`src/rtl/mac_seq.sv`:
```
// mac_seq: sequences one vector of x/y pairs into the external MAC stage and captures its dot product.
// Latency: res_valid rises the cycle after the last pair is accepted; len=0 gives a zero result the cycle after start.
// Backpressure: in_valid may stall anywhere in RUN; the result is held stable in DONE until res_ready.
//
// Ports:
//   clk, rst              clock and asynchronous active-high reset
//   start, len, busy      command: begin a vector of len pairs (sampled in IDLE only); busy in RUN/DONE
//   in_valid/in_ready     operand stream handshake, in_x / in_y operands
//   mac_en/mac_clr        accumulator control; mac_x / mac_y operand pass-through
//   mac_out               accumulator value including the current product (combinational)
//   res_valid/res_ready   result handshake, res_data dot product
//   stall_cnt             (only with MAC_SEQ_STALL_CNT_EN) RUN cycles with in_valid low, saturating
//
// Optional feature macro: MAC_SEQ_STALL_CNT_EN

module mac_seq #(
  parameter int X_WIDTH   = 43,
  parameter int Y_WIDTH   = 43,
  parameter int OUT_WIDTH = 43,
  parameter int LEN_W     = 16
) (
  input  logic                 clk,
  input  logic                 rst,
  input  logic                 start,
  input  logic [LEN_W-1:0]     len,
  output logic                 busy,
  input  logic                 in_valid,
  output logic                 in_ready,
  input  logic [X_WIDTH-1:0]   in_x,
  input  logic [Y_WIDTH-1:0]   in_y,
  output logic                 mac_en,
  output logic                 mac_clr,
  output logic [X_WIDTH-1:0]   mac_x,
  output logic [Y_WIDTH-1:0]   mac_y,
  input  logic [OUT_WIDTH-1:0] mac_out,
  output logic                 res_valid,
  input  logic                 res_ready,
  output logic [OUT_WIDTH-1:0] res_data
`ifdef MAC_SEQ_STALL_CNT_EN
  ,
  output logic [15:0]          stall_cnt
`endif
);

  typedef enum logic [1:0] {
    IDLE = 2'd0,
    RUN  = 2'd1,
    DONE = 2'd2
  } state_t;

  state_t                 state_q, state_d;
  logic [LEN_W-1:0]       remaining_q, remaining_d;
  logic                   first_q, first_d;
  logic                   res_valid_q, res_valid_d;
  logic [OUT_WIDTH-1:0]   res_data_q, res_data_d;

  // Operands go straight through; the accumulator only looks at them when mac_en is high.
  assign mac_x     = in_x;
  assign mac_y     = in_y;
  assign busy      = (state_q != IDLE);
  assign res_valid = res_valid_q;
  assign res_data  = res_data_q;

  always_comb begin
    state_d     = state_q;
    remaining_d = remaining_q;
    first_d     = first_q;
    res_valid_d = res_valid_q;
    res_data_d  = res_data_q;
    in_ready    = 1'b0;
    mac_en      = 1'b0;
    mac_clr     = 1'b0;

    case (state_q)
      IDLE: begin
        if (start) begin
          if (len != '0) begin
            remaining_d = len;
            first_d     = 1'b1;
            state_d     = RUN;
          end else begin
            // Empty vector: the dot product is zero, the accumulator is never touched.
            res_data_d  = '0;
            res_valid_d = 1'b1;
            state_d     = DONE;
          end
        end
      end

      RUN: begin
        in_ready = 1'b1;
        mac_en   = in_valid;
        // Clear-and-load on the first pair throws away whatever the previous vector left behind.
        mac_clr  = first_q & in_valid;
        if (in_valid) begin
          remaining_d = remaining_q - 1'b1;
          first_d     = 1'b0;
          if (remaining_q == LEN_W'(1)) begin
            // mac_out already includes the product of the pair accepted this cycle.
            res_data_d  = mac_out;
            res_valid_d = 1'b1;
            state_d     = DONE;
          end
        end
      end

      DONE: begin
        if (res_valid_q && res_ready) begin
          res_valid_d = 1'b0;
          state_d     = IDLE;
        end
      end

      default: begin
        state_d = IDLE;
      end
    endcase
  end

  always_ff @(posedge clk or posedge rst) begin
    if (rst) begin
      state_q     <= IDLE;
      remaining_q <= '0;
      first_q     <= 1'b0;
      res_valid_q <= 1'b0;
      res_data_q  <= '0;
    end else begin
      state_q     <= state_d;
      remaining_q <= remaining_d;
      first_q     <= first_d;
      res_valid_q <= res_valid_d;
      res_data_q  <= res_data_d;
    end
  end

`ifdef MAC_SEQ_STALL_CNT_EN
  logic [15:0] stall_cnt_q, stall_cnt_d;

  assign stall_cnt = stall_cnt_q;

  always_comb begin
    stall_cnt_d = stall_cnt_q;
    if (state_q == IDLE && start) begin
      stall_cnt_d = '0;
    end else if (state_q == RUN && !in_valid && stall_cnt_q != 16'hFFFF) begin
      stall_cnt_d = stall_cnt_q + 16'd1;
    end
  end

  always_ff @(posedge clk or posedge rst) begin
    if (rst) begin
      stall_cnt_q <= '0;
    end else begin
      stall_cnt_q <= stall_cnt_d;
    end
  end
`endif

endmodule

```
`config.mk`:
```
export PLATFORM = sky130hd
export DESIGN_NAME = mac_seq
export DESIGN_NICKNAME = d
export VERILOG_FILES = /design/src/rtl/mac_seq.sv
export SDC_FILE = /design/constraint.sdc
export NUM_CORES = 1
export LEC_CHECK = 0
export CAP_MARGIN = 20
export CORE_AREA = 2 2 109 111
export CTS_CLUSTER_SIZE = 28
export DETAILED_ROUTE_END_ITERATION = 16
export DIE_AREA = 0 0 111 113
export DONT_BUFFER_PORTS = 1
export SYNTH_ARGS = -nofsm -noshare
export SYNTH_HDL_FRONTEND = slang
export SYNTH_SLANG_ARGS = --single-unit
```
`constraint.sdc`:
```
create_clock -name clk -period 5 [get_ports clk]
set_clock_uncertainty 0.05 [all_clocks]
set_input_delay 0.5 -clock clk [delete_from_list [all_inputs] [get_ports clk]]
set_output_delay 0.5 -clock clk [all_outputs]
set_load 0.005 [all_outputs]
```
==> flow_summary.toml, run 1 <==
[status]
status = "complete, no violations"

[critical_path]
path_cells = "or4_4 > or4_4 > nor4_4 > buf_4 > nand2_1 > nand2_1"
cp_slowest_cell = "or4_4"
arrival_ns = 2.85
cp.required_ns = 5.22
startpoint_type = "register"
end_kind = "register"
cpPeakStageDelay_ns = 0.60
critPathMaxFanout = 43
path_class = "register to register"
crit_family = "simple AND/OR/NAND/NOR gates"
cp.buffers_inverters = 1

[cts]
htree_levels = 3
ctsHoldBuffers = 0
post_cts_buffers = 0
worst_skew_pair.late_latency_ns = 0.34
cts_tree = "built"
clock_path_buffers = 2
path_clk_slew_ns = 0.06
cts_buffers = 9
cts_root_buf = "clkbuf_16"
clock-sinks = 63
ctsResizeCount = 0

[global_routing]
grtUsageTotal_pct = 13.9
antenna_found_initial = 0
grt_max_degree = 64
globalRoute.totalOverflow = 0
grt_pass1_vias = 2511
grt_pass1_wl_mm = 13.6

[floorplanning]
die-width_um = 111
die_area_mm2 = 0.0125
fp.dieH_um = 113
top_level_ports = 284
core_area_mm2 = 0.0113
num_rows = 39
initial_core_util_pct = 32.8

[route]
first_pass_iters = 4
detail-route-antenna-nets = 0
routed_wl_mm = 8.74
drtIter0Drc = 132
drc_errors = 0
wl_per_cell_um = 17.5
vias_per_cell = 5.17
vias = 2587

[timing]
fin_setup_tns_ns = 0
drv_slew = 0
fin_crit_ns = 2.63
slew_headroom_pct = 45.0
rsz0062_at_grt = "false"
post-route-period-util_pct = 52.6
finalSetupViolCount = 0
tightestPinTransition_ns = 0.826
hold_viol = 0
max_clock_freq_ghz = 0.380

[cells_and_area]
num-nets-final = 507
multi_input_area_mm2 = 0.00137
fill_cells = 1189
layout-drive-gt1-share_pct = 8.96
insertedDiodeCount = 0
syn_to_final_growth_pct = -4.33
stdcell_count = 500
regArea_mm2 = 0.00158

[synthesis]
syn_nets = 594
synth_edf_count = 0
postSynthCellCount = 439
yosysWarnings = 0
ys.flop_type = "dfrtp_1"
yosys.cell_types.count = 50
async_reset_ff_share_pct = 100
synth_seq_cells = 63
avgSynthCellArea_um2 = 8.43
yosysSeqAreaShare_pct = 42.6
synth_area_mm2 = 0.00370

[pwr]
leakagePower_nw = 1.70
p_sw_share_pct = 36.3
combPwrFrac_pct = 32.6
power_density_mw_per_mm2 = 578
power_frac_seq_pct = 33.7
p_int_mw = 1.30
p_sw_mw = 0.743
p_clk_share_pct = 33.8
vdd_drop_max_mv = 0.489

[flow_run]
maxCapViolations = 0

[place]
dp_hpwl_mm = 6.24
port_buffers = 0
dpl.cell_count = 483
globalplace.congestion = 0.851

[hold_path]
hold_class = "input port to register"
[path summary, 6_finish.rpt]
check                          startpoint        endpoint  slack (ns)  depth (start not counted)
setup / recovery           remaining_q[7]    res_data[42]        2.37                          6
max in group asynchronous             rst    res_data[31]        4.12                          2
hold reg to reg                   first_q         first_q        0.43                          2
min in group asynchronous             rst  remaining_q[8]        0.25                          2
hold / removal                mac_out[38]    res_data[38]        0.23                          2
setup reg to reg           remaining_q[7]    res_data[42]        2.37                          6
[cells in the final DEF (no fill, tap or decap), types with 2 or more instances in the layout]
cell,netlist,routed
a21oi_1,16,16
a31oi_1,5,5
a41oi_1,2,2
and2_1,2,2
and3_1,4,4
buf_4,86,4
bufinv_16,0,2
clkbuf_16,0,9
clkbuf_8,0,2
clkinvlp_4,0,2
dfrtp_1,63,63
ha_1,5,5
inv_1,9,8
nand2_1,144,144
nand2b_1,3,3
nand3_1,2,2
nand4_1,2,2
nor2_1,15,15
nor3_1,5,5
nor4_1,7,7
o21a_1,3,3
o21ai_0,11,11
o22a_1,4,4
o22ai_1,2,2
o31a_1,2,2
o32ai_1,2,2
or4_1,3,3
or4_4,2,2
[stage by stage]
stage	cell area (um^2)	hold WS [ns]	power [mW]	utilization (%)	setup slack (ns)
6_report	3540	0.228	2.05	31.4	2.37
5_1_grt	3540	0.216	2.19	31.4	2.18
4_1_cts	3530	0.210	2.06	31.3	2.13
3_5_place_dp	3200	0.422	1.35	28.4	2.11
3_3_place_gp	3180	0.417	1.30	28.2	2.22
2_1_floorplan	3700	0.393	1.22	-	2.64
[synth_stat cells (2+ instances only)]
| master | n | area [um^2] |
|---|---|---|
| a21oi_1 | 16 | 80.1 |
| a31oi_1 | 5 | 31.3 |
| a41oi_1 | 2 | 17.5 |
| and2_1 | 2 | 12.5 |
| and3_1 | 4 | 25.0 |
| buf_4 | 86 | 646 |
| buf_6 | 4 | 45.0 |
| clkbuf_1 | 12 | 45.0 |
| dfrtp_1 | 63 | 1580 |
| ha_1 | 5 | 62.6 |
| inv_1 | 9 | 33.8 |
| nand2_1 | 144 | 541 |
| nand2b_1 | 3 | 18.8 |
| nand3_1 | 2 | 10.0 |
| nand4_1 | 2 | 12.5 |
| nor2_1 | 15 | 56.3 |
| nor3_1 | 5 | 25.0 |
| nor4_1 | 7 | 43.8 |
| o21a_1 | 3 | 22.5 |
| o21ai_0 | 11 | 55.1 |
| o22a_1 | 4 | 35.0 |
| o22ai_1 | 2 | 12.5 |
| o31a_1 | 2 | 17.5 |
| o32ai_1 | 2 | 17.5 |
| or4_1 | 3 | 22.5 |
| or4_4 | 2 | 22.5 |
[power by group through the flow]
| stage | registers, mW | clock network, mW | logic [mW] |
|---|---|---|---|
| after floorplan | 0.667 | 0 | 0.557 |
| after global placement | 0.689 | 0 | 0.613 |
| after detailed placement | 0.694 | 0 | 0.660 |
| after CTS | 0.686 | 0.715 | 0.660 |
| after global routing | 0.701 | 0.737 | 0.750 |
| final | 0.689 | 0.691 | 0.667 |
[routing by layer]
metal  vias up  global-route usage (%)  part of all wire [%]
li1       1198                       -                     -
met2       134                    21.1                    45
met3        54                    4.50                   8.5
met5         -                       0                     0
met1      1201                    16.5                    41
met4         0                    10.4                   5.0
[flip-flops by register name, indices dropped and copies added, names as in the netlist]
register / count
state_q: 2
first_q: 1
res_data: 43
res_valid: 1
remaining_q: 16
[layout make-up]
type	instances	area share, %
clock buffers	11	7.14
flip-flops and latches	63	44.5
clock inverters	5	2.26
repair buffers	5	1.41
multi-input cells	264	38.6
inverters	9	0.954
well taps	143	5.05
[logic make-up (layout without fill, tap and decap cells)]
group                    Yosys count  after routing  synth area share, %
AND/OR/NAND/NOR                  198            198                 23.5
flip-flops                        63             63                 42.6
AO/OA/AOI/OAI                     60             60                 11.0
multiplexers                       1              1                0.271
buffers and inverters            112             30                 20.9
adder cells (fa/ha/maj)            5              5                 1.69
Power figures use the tool's default switching activity.
==> run 2: changes to the inputs <==
==> constraint.sdc (replaced) <==
create_clock -name clk -period 2.5 [get_ports clk]
set_clock_uncertainty 0.05 [all_clocks]
set_input_delay 0.25 -clock clk [delete_from_list [all_inputs] [get_ports clk]]
set_output_delay 0.25 -clock clk [all_outputs]
set_load 0.005 [all_outputs]
==> run 2 against run 1 <==
Compared with the run above: sequential power grew 90%; via count up 10%; core utilization is 4.8 points higher; power grew 100%; design area rose by 15%; setup slack got worse by 2.2 ns; critical path type unchanged; critical endpoint is now res_valid; largest cell class unchanged; sequential cell count is the same; cell count increased by 12%; combinational power rose by 150%; clock-buffer cell count is 2 lower; non-clock buffer count up 58.
==> flow_summary.toml, run 2 (synthesized netlist as in run 1, its figures left out) <==
[route]
wl_per_cell_um = 16.6
detail-route-antenna-nets = 0
drc_errors = 0
vias = 2851
first_pass_iters = 4
drtIter0Drc = 98
routed_wl_mm = 9.24
vias_per_cell = 5.11

[pwr]
power_density_mw_per_mm2 = 1020
total_power_mw = 4.18
leakagePower_nw = 1.93
vdd_drop_max_mv = 0.659

[critical_path]
arrival_ns = 2.56
r2r-start = "remaining_q[11]"
critPathMaxFanout = 5
end_kind = "register"
crit_path_start = "remaining_q[11]"
rr_worst_depth = 5
cp.required_ns = 2.68
rr_endpoint = "res_valid"
r2r_setup_slack_ns = 0.13
path_class = "register to register"
cp-endpoint = "res_valid"
startpoint_type = "register"

[place]
dpl.cell_count = 498
globalplace.congestion = 0.863
dp_hpwl_mm = 6.69
port_buffers = 0
placed_area_mm2 = 0.00331

[cts]
cts_tree = "built"
worst_skew_pair.late_latency_ns = 0.33
clock_path_buffers = 2
path_clk_slew_ns = 0.06
htree_levels = 3
cts_root_buf = "clkbuf_16"
clock-sinks = 63
cts_buffers = 9

[global_routing]
grt_pass1_vias = 2949
grt_pass1_wl_mm = 14.8
grtUsageTotal_pct = 14.9
antenna_found_initial = 0
grt_max_degree = 37
globalRoute.totalOverflow = 0

[hold_path]
hold_class = "input port to register"

[status]
status = "complete, no violations"

[floorplanning]
core_area_mm2 = 0.0113
fp.dieH_um = 113
num_rows = 39
die_area_mm2 = 0.0125
die-width_um = 111
top_level_ports = 284
initial_core_util_pct = 32.8

[cells_and_area]
most-common-layout-cells = "nand2_1 (144), dfrtp_1 (63), dlygate4sd3_1 (43)"
finish.instance_area_mm2 = 0.00408
stdcell_count = 558
layout-drive-gt1-share_pct = 12.0
layout_commonest_cell = "nand2_1"
regArea_mm2 = 0.00158
num-nets-final = 565
largest_reg_flops = 43
fill_cells = 1124
syn_to_final_growth_pct = 10.2
multi_input_area_mm2 = 0.00139
insertedDiodeCount = 0

[timing]
fin_setup_tns_ns = 0
fin_crit_ns = 2.37
drv_slew = 0
post-route-period-util_pct = 94.9
hold_viol = 0
rsz0062_at_grt = "false"
finalSetupViolCount = 0
max_clock_freq_ghz = 0.421
tightestPinTransition_ns = 0.644
slew_headroom_pct = 57.0
hold_slack_ns = 0.0183

[flow_run]
maxCapViolations = 0
-- run 2: cell type report --
cell class	instances	area share, %
Sequential cell	63	38.7
Inverter	9	0.828
Clock inverter	7	1.81
Timing Repair Buffer	63	14.7
Tap cell	143	4.39
Clock buffer	9	5.52
Multi-Input combinational cell	264	34.1
-- run 2: worst max-delay path: stages (launching register included) --
cell and delay (ns):
dfrtp_1 0.37, or4_1 0.63, or4_4 0.57, a221oi_4 0.33, o21ai_1 0.13, mux2i_1 0.20
-- run 2: worst min path at each step --
| stage | end | from | cells after the start |
|---|---|---|---|
| floorplan | res_data[0] | mac_out[0] | 2 |
| global placement | remaining_q[10] | rst | 1 |
| detailed placement | remaining_q[8] | rst | 1 |
| CTS | res_data[40] | mac_out[40] | 2 |
| global route | res_data[40] | mac_out[40] | 2 |
| finish | res_data[40] | mac_out[40] | 2 |
-- run 2: per-layer routing --
layer | part of all wire (%) | wire length [um] | track usage (%) | vias to the layer above
li1 | - | - | - | 1315
met1 | 39 | 3600 | 16.8 | 1327
met2 | 48 | 4430 | 24.0 | 143
met3 | 7.4 | 682 | 4.39 | 66
met4 | 5.7 | 525 | 11.6 | 0
met5 | 0 | 0 | 0 | -
-- run 2: where the power goes --
group          internal [mW]  switching [mW]  leakage [nW]  total [mW]
clock                  0.770           0.466         0.134        1.24
sequential              1.19           0.121         0.829        1.31
combinational          0.673           0.963         0.967        1.64
-- run 2: repair_timing --
item	4_1_cts	5_1_grt
endpoints found under the hold margin	69	0
endpoints found under the setup margin	0	46
resized for setup	0	7
hold buffers	43	0
setup buffers	0	1
-- run 2: stage by stage --
step | worst slack [ns] | utilization [%]
after floorplan | 0.137 | -
after global placement | 0.0718 | 29.4
after detailed placement | 0.0167 | 29.4
after CTS | 0.00433 | 35.9
after global routing | 0.0423 | 36.2
final | 0.127 | 36.2
